$ cat src/rtl/gcd_rr_scheduler.sv
// Round-robin front end that shares one start/done GCD engine among NREQ requesters.
// Zero operands are answered directly; a WAIT-state watchdog aborts engines that never finish.
module gcd_rr_scheduler #(
  parameter int unsigned NREQ    = 4,
  parameter int unsigned WIDTH   = 16,
  parameter int unsigned TIMEOUT = 1024
) (
  input  logic                    clk,
  input  logic                    rst,
  input  logic [NREQ-1:0]         req,
  input  logic [NREQ*WIDTH-1:0]   a_flat,
  input  logic [NREQ*WIDTH-1:0]   b_flat,
  output logic [NREQ-1:0]         ack,
  output logic [NREQ-1:0]         resp_valid,
  output logic [WIDTH-1:0]        result,
  output logic                    err,
  output logic                    busy,
  output logic                    eng_start,
  output logic [WIDTH-1:0]        eng_a,
  output logic [WIDTH-1:0]        eng_b,
  output logic                    eng_abort,
  input  logic                    eng_done,
  input  logic [WIDTH-1:0]        eng_result
);

  localparam int unsigned IDW = (NREQ > 1) ? $clog2(NREQ) : 1;
  localparam int unsigned TW  = $clog2(TIMEOUT);

  localparam logic [IDW:0]   NREQ_W   = (IDW + 1)'(NREQ);
  localparam logic [IDW-1:0] LAST_ID  = IDW'(NREQ - 1);
  localparam logic [TW-1:0]  TMO_LAST = TW'(TIMEOUT - 1);

  typedef enum logic [1:0] {
    S_IDLE,
    S_ISSUE,
    S_WAIT,
    S_RESP
  } state_t;

  state_t            r_state;
  logic [IDW-1:0]    r_ptr;
  logic [IDW-1:0]    r_id;
  logic [TW-1:0]     r_timer;
  logic [NREQ-1:0]   r_ack;
  logic [NREQ-1:0]   r_resp_valid;
  logic [WIDTH-1:0]  r_result;
  logic              r_err;
  logic              r_busy;
  logic              r_eng_start;
  logic [WIDTH-1:0]  r_eng_a;
  logic [WIDTH-1:0]  r_eng_b;
  logic              r_eng_abort;

  logic              w_gnt_any;
  logic [IDW-1:0]    w_gnt_id;
  logic [IDW:0]      w_cand;
  logic [WIDTH-1:0]  w_a;
  logic [WIDTH-1:0]  w_b;
  logic              w_bypass;

  // Search starts at r_ptr and wraps; the first requester found wins.
  always_comb begin
    w_gnt_any = 1'b0;
    w_gnt_id  = '0;
    w_cand    = '0;
    for (int unsigned k = 0; k < NREQ; k++) begin
      w_cand = {1'b0, r_ptr} + k[IDW:0];
      if (w_cand >= NREQ_W) w_cand = w_cand - NREQ_W;
      if (!w_gnt_any && req[w_cand[IDW-1:0]]) begin
        w_gnt_any = 1'b1;
        w_gnt_id  = w_cand[IDW-1:0];
      end
    end
  end

  assign w_a      = a_flat[w_gnt_id*WIDTH +: WIDTH];
  assign w_b      = b_flat[w_gnt_id*WIDTH +: WIDTH];
  assign w_bypass = (w_a == '0) || (w_b == '0);

  always_ff @(posedge clk or posedge rst) begin
    if (rst) begin
      r_state      <= S_IDLE;
      r_ptr        <= '0;
      r_id         <= '0;
      r_timer      <= '0;
      r_ack        <= '0;
      r_resp_valid <= '0;
      r_result     <= '0;
      r_err        <= 1'b0;
      r_busy       <= 1'b0;
      r_eng_start  <= 1'b0;
      r_eng_a      <= '0;
      r_eng_b      <= '0;
      r_eng_abort  <= 1'b0;
    end else begin
      r_ack        <= '0;
      r_resp_valid <= '0;
      r_eng_start  <= 1'b0;
      r_eng_abort  <= 1'b0;
      case (r_state)
        S_IDLE: begin
          if (w_gnt_any) begin
            r_id            <= w_gnt_id;
            r_eng_a         <= w_a;
            r_eng_b         <= w_b;
            r_busy          <= 1'b1;
            r_ack[w_gnt_id] <= 1'b1;
            if (w_bypass) begin
              // The subtractive engine never terminates on a zero operand.
              r_result               <= w_a | w_b;
              r_err                  <= 1'b0;
              r_resp_valid[w_gnt_id] <= 1'b1;
              r_state                <= S_RESP;
            end else begin
              r_eng_start <= 1'b1;
              r_timer     <= '0;
              r_state     <= S_ISSUE;
            end
          end
        end
        S_ISSUE: begin
          r_state <= S_WAIT;
        end
        S_WAIT: begin
          if (eng_done) begin
            r_result           <= eng_result;
            r_err              <= 1'b0;
            r_resp_valid[r_id] <= 1'b1;
            r_state            <= S_RESP;
          end else if (r_timer == TMO_LAST) begin
            r_eng_abort        <= 1'b1;
            r_result           <= '0;
            r_err              <= 1'b1;
            r_resp_valid[r_id] <= 1'b1;
            r_state            <= S_RESP;
          end else begin
            r_timer <= r_timer + 1'b1;
          end
        end
        S_RESP: begin
          r_ptr   <= (r_id == LAST_ID) ? '0 : r_id + 1'b1;
          r_busy  <= 1'b0;
          r_state <= S_IDLE;
        end
        default: r_state <= S_IDLE;
      endcase
    end
  end

  assign ack        = r_ack;
  assign resp_valid = r_resp_valid;
  assign result     = r_result;
  assign err        = r_err;
  assign busy       = r_busy;
  assign eng_start  = r_eng_start;
  assign eng_a      = r_eng_a;
  assign eng_b      = r_eng_b;
  assign eng_abort  = r_eng_abort;

endmodule

$ cat config.mk
export PLATFORM = sky130hd
export DESIGN_NAME = gcd_rr_scheduler
export DESIGN_NICKNAME = d
export VERILOG_FILES = /design/src/rtl/gcd_rr_scheduler.sv
export SDC_FILE = /design/constraint.sdc
export NUM_CORES = 1
export LEC_CHECK = 0
export BUFFER_PORTS_ARGS = -buffer_cell sky130_fd_sc_hd__buf_2
export CELL_PAD_IN_SITES_DETAIL_PLACEMENT = 0
export CELL_PAD_IN_SITES_GLOBAL_PLACEMENT = 1
export CORE_ASPECT_RATIO = 0.75
export CORE_MARGIN = 5
export CORE_UTILIZATION = 37
export DETAILED_ROUTE_END_ITERATION = 12
export PLACE_DENSITY = 0.95
export SLEW_MARGIN = 20
export SYNTH_ARGS = -nofsm -noshare
export SYNTH_HDL_FRONTEND = slang
export SYNTH_SLANG_ARGS = --single-unit
$ cat constraint.sdc
create_clock -name clk -period 7.4 [get_ports clk]
set_input_delay 0.74 -clock clk [delete_from_list [all_inputs] [get_ports clk]]
set_output_delay 0.74 -clock clk [all_outputs]
set_load 0.03 [all_outputs]
==> results by group <==
Synthesis
  – EDFF count, synth: 0
  – Area of the mapped netlist: approximately 4700 sq um
  – Yosys warns: 0
  – Synth area leaders: dfrtp_1 (41%), a32o_1 (7.1%), a221oi_1 (6.4%)
  – Post-Syn Nets: ~700
  – Post-synth ARST share: 1.00
  – Netlist cell types: 54
  – Synthesized instance count: 530
  – Synth area leader: dfrtp_1
  – Dominant synthesized flop cell: dfrtp_1
  – Synth top area share: 0.406
  – Post-synthesis sequential area ratio: 0.406
  – #FFs+latches synth: 76
  – Synthesized area per cell: 8.83 sq um

Power and ir drop
  – Comb power frac: 0.563
  – Pwr Total: roughly 2700 uW
  – Seq pwr share: 0.251
  – Cell Pwr Density: roughly 430 nW/um^2
  – Switching share of total power: 0.483
  – Clk network pwr share: 0.187
  – Sw power: between 1000 and 1500 uW
  – Static Leak: approximately 0.0029 uW
  – P_int: about 1400 uW
  – Worst VDD drop: 0.237 mV

Clock tree
  – Cts bufs inserted: 9
  – Post-CTS sizing: 0
  – Hold_buf cts: 0
  – CTS tree: done
  – H-tree levels: 3
  – CTS Buffer Depth: 2
  – Sink Count: 76
  – CTS Root Cell: clkbuf_16
  – Clock transition at path regs: roughly 0.06 ns
  – Worst-Skew Late Latency: around 0.33 ns
  – Postcts setup bufs: 0

Die
  – Die width: 140 um
  – Initial Utilization: 0.379
  – Die Ht: 107 um
  – Num ports: approximately 210
  – Core ar.: ~12,000 sq um
  – DIE AREA: 15,000 sq um
  – Rows: 35

Worst setup path
  – CP Capture Type: flip-flop
  – Crit-path cells: buf_2, nand2b_1, a31oi_1, o22ai_2, buf_4, a221oi_1, nand4_1, nor4_2, a21oi_2, buf_4, a31oi_1, o32ai_1
  – R2R cell count: 11
  – Critical path type: input port to flip-flop
  – R2R Path End: r_timer[4]
  – Reg-to-Reg Start: r_ptr[1]
  – Largest fanout on the critical path: 37
  – Max stage delay on crit path: about 0.83 ns
  – R2R setup slack: 3.65 ns
  – Critical path arrival: roughly 4 ns
  – Worst Path Required: about 7.6 ns
  – CP max stage cell: a221oi_1
  – Worst Setup Start Kind: input port

GRT
  – Vias in the first global route: 5,143
  – Pin count of the biggest net entering global routing: between 70 and 80
  – Total track usage: 0.234
  – Total congestion overflow: 0
  – First-pass GRT wire length: 28.1 mm
  – Initial antenna violation count: 0

Timing
  – Final Critical Period: about 3.8 ns
  – Tightest Pin Transition: around 0.9 ns
  – Clock skew: 0.00863 ns
  – TNS Setup: 0 ns
  – Max_slew headroom: 0.396
  – Post-route setup slack: about 3.6 ns
  – Slew Viols, Final: 0
  – Fmax: 266 MHz
  – Setup violators final: 0
  – Period utilization: 0.509
  – RSZ-0062 raised after global routing: no
  – Final hold violations: 0

Finish
  – Layout cell share with drive strength beyond 1: 0.351
  – Ant diodes: 0
  – Reg area: around 1900 sq um
  – Most common cell after layout, fill and taps aside: buf_2
  – Area of the multi-input gates: ~2500 sq um
  – Number of fill cells in the layout: between 1,000 and 1,500
  – Final #Nets: ~900
  – P&R area growth vs syn: 32.5%
  – Commonest non-fill, non-tap cells in the layout: buf_2 (210), dfrtp_1 (76), nand2_1 (68)

Routing
  – DR WL/cell: ~20 um
  – WL final: 18.3 mm
  – Initial DRC count: around 660
  – Vias/cell: ~6.1
  – DR pass1 iterations: 5
  – Residual DRC: 0
  – DR vias: 5,384
  – ANT nets after route: 0

Place
  – Detail Placement HPWL: about 14 mm
  – GPL Wtd Cong: about 0.93
  – Dpl ws: 3.34 ns
  – IO Port Bufs: 210

Hold path
  – Hold/Removal Path Class: input port to async pin

Run
  – Max-cap violations: 0

Status
  – Run status: complete, no violations
==> synth_stat cells (all sizes together), types with 8 or more instances <==
master,count
nand3,16
buf,15
dfrtp,76
nor2,23
o31ai,8
a32o,33
clkbuf,33
o21ai,48
nand2,69
a21oi,42
a21o,8
and3,13
nand4,9
ha,8
nor3,13
a221oi,34
inv,12
==> worst max path at each step <==
stage / endpoint / start / slack [ns] / cells past startpoint
after floorplan: r_timer[0] / req[0] / 4.25 / 11
after global placement: r_timer[0] / req[0] / 3.48 / 12
after detailed placement: r_timer[4] / req[2] / 3.34 / 12
after CTS: r_timer[4] / r_ptr[1] / 3.68 / 11
after global routing: r_timer[7] / r_ptr[1] / 3.43 / 11
final: r_timer[4] / req[2] / 3.64 / 12
==> cells by family (layout without fill, tap and decap cells) <==
kind of cell / Yosys count / after routing / share of synthesized area
AOI/OAI and AO/OA: 222 / 222 / 0.346
and+or+nand+nor: 158 / 158 / 0.158
DFF: 76 / 76 / 0.406
buffers and inverters: 60 / 251 / 0.0551
adders and majority gates: 8 / 8 / 0.0214
muxes: 6 / 6 / 0.0134
==> registers in the layout (all words and copies together), names as in the netlist <==
name,count
eng_a,16
eng_b,16
result,16
r_timer,10
ack,4
resp_valid,4
r_id,2
r_ptr,2
r_state,2
busy,1
eng_abort,1
eng_start,1
err,1
==> power groups by stage <==
stage,clock [uW],combinational [uW],sequential (uW)
finish,500,1510,671
detailed placement,0,1480,674
CTS,508,1490,668
floorplan,0,835,863
global route,524,1640,687
global placement,0,1440,667
==> cell type report <==
| cell class | instances | share of cell area |
|---|---|---|
| Multi-Input combinational cell | 394 | 0.409 |
| Sequential cell | 76 | 0.307 |
| Timing Repair Buffer | 223 | 0.188 |
| Clock buffer | 10 | 0.0369 |
| Tap cell | 166 | 0.0335 |
| Clock inverter | 6 | 0.0180 |
| Inverter | 12 | 0.00726 |
==> critical path, delay by kind of cell <==
family / cells / cell delay [ns]
buffers and inverters: 3 / 0.69
AND/OR/NAND/NOR: 3 / 0.67
AO/OA/AOI/OAI: 6 / 1.83
==> per-stage QoR <==
step | cells | utilization | cell area (sq um) | hold WS [ns]
after floorplan | 530 | - | 4680 | 0.466
after global placement | 870 | 0.472 | 5830 | 0.460
after detailed placement | 870 | 0.472 | 5830 | 0.468
after CTS | 886 | 0.500 | 6170 | 0.481
after global routing | 887 | 0.502 | 6200 | 0.437
final | 887 | 0.502 | 6200 | 0.417
==> layer usage <==
layer | part of all wire | up-vias | global-route usage
met5 | 0 | - | 0
met4 | 0.014 | 0 | 0.0484
met3 | 0.11 | 21 | 0.0702
met2 | 0.44 | 336 | 0.353
met1 | 0.44 | 2596 | 0.333
li1 | - | 2431 | -
(Power assumes the default switching activity.)
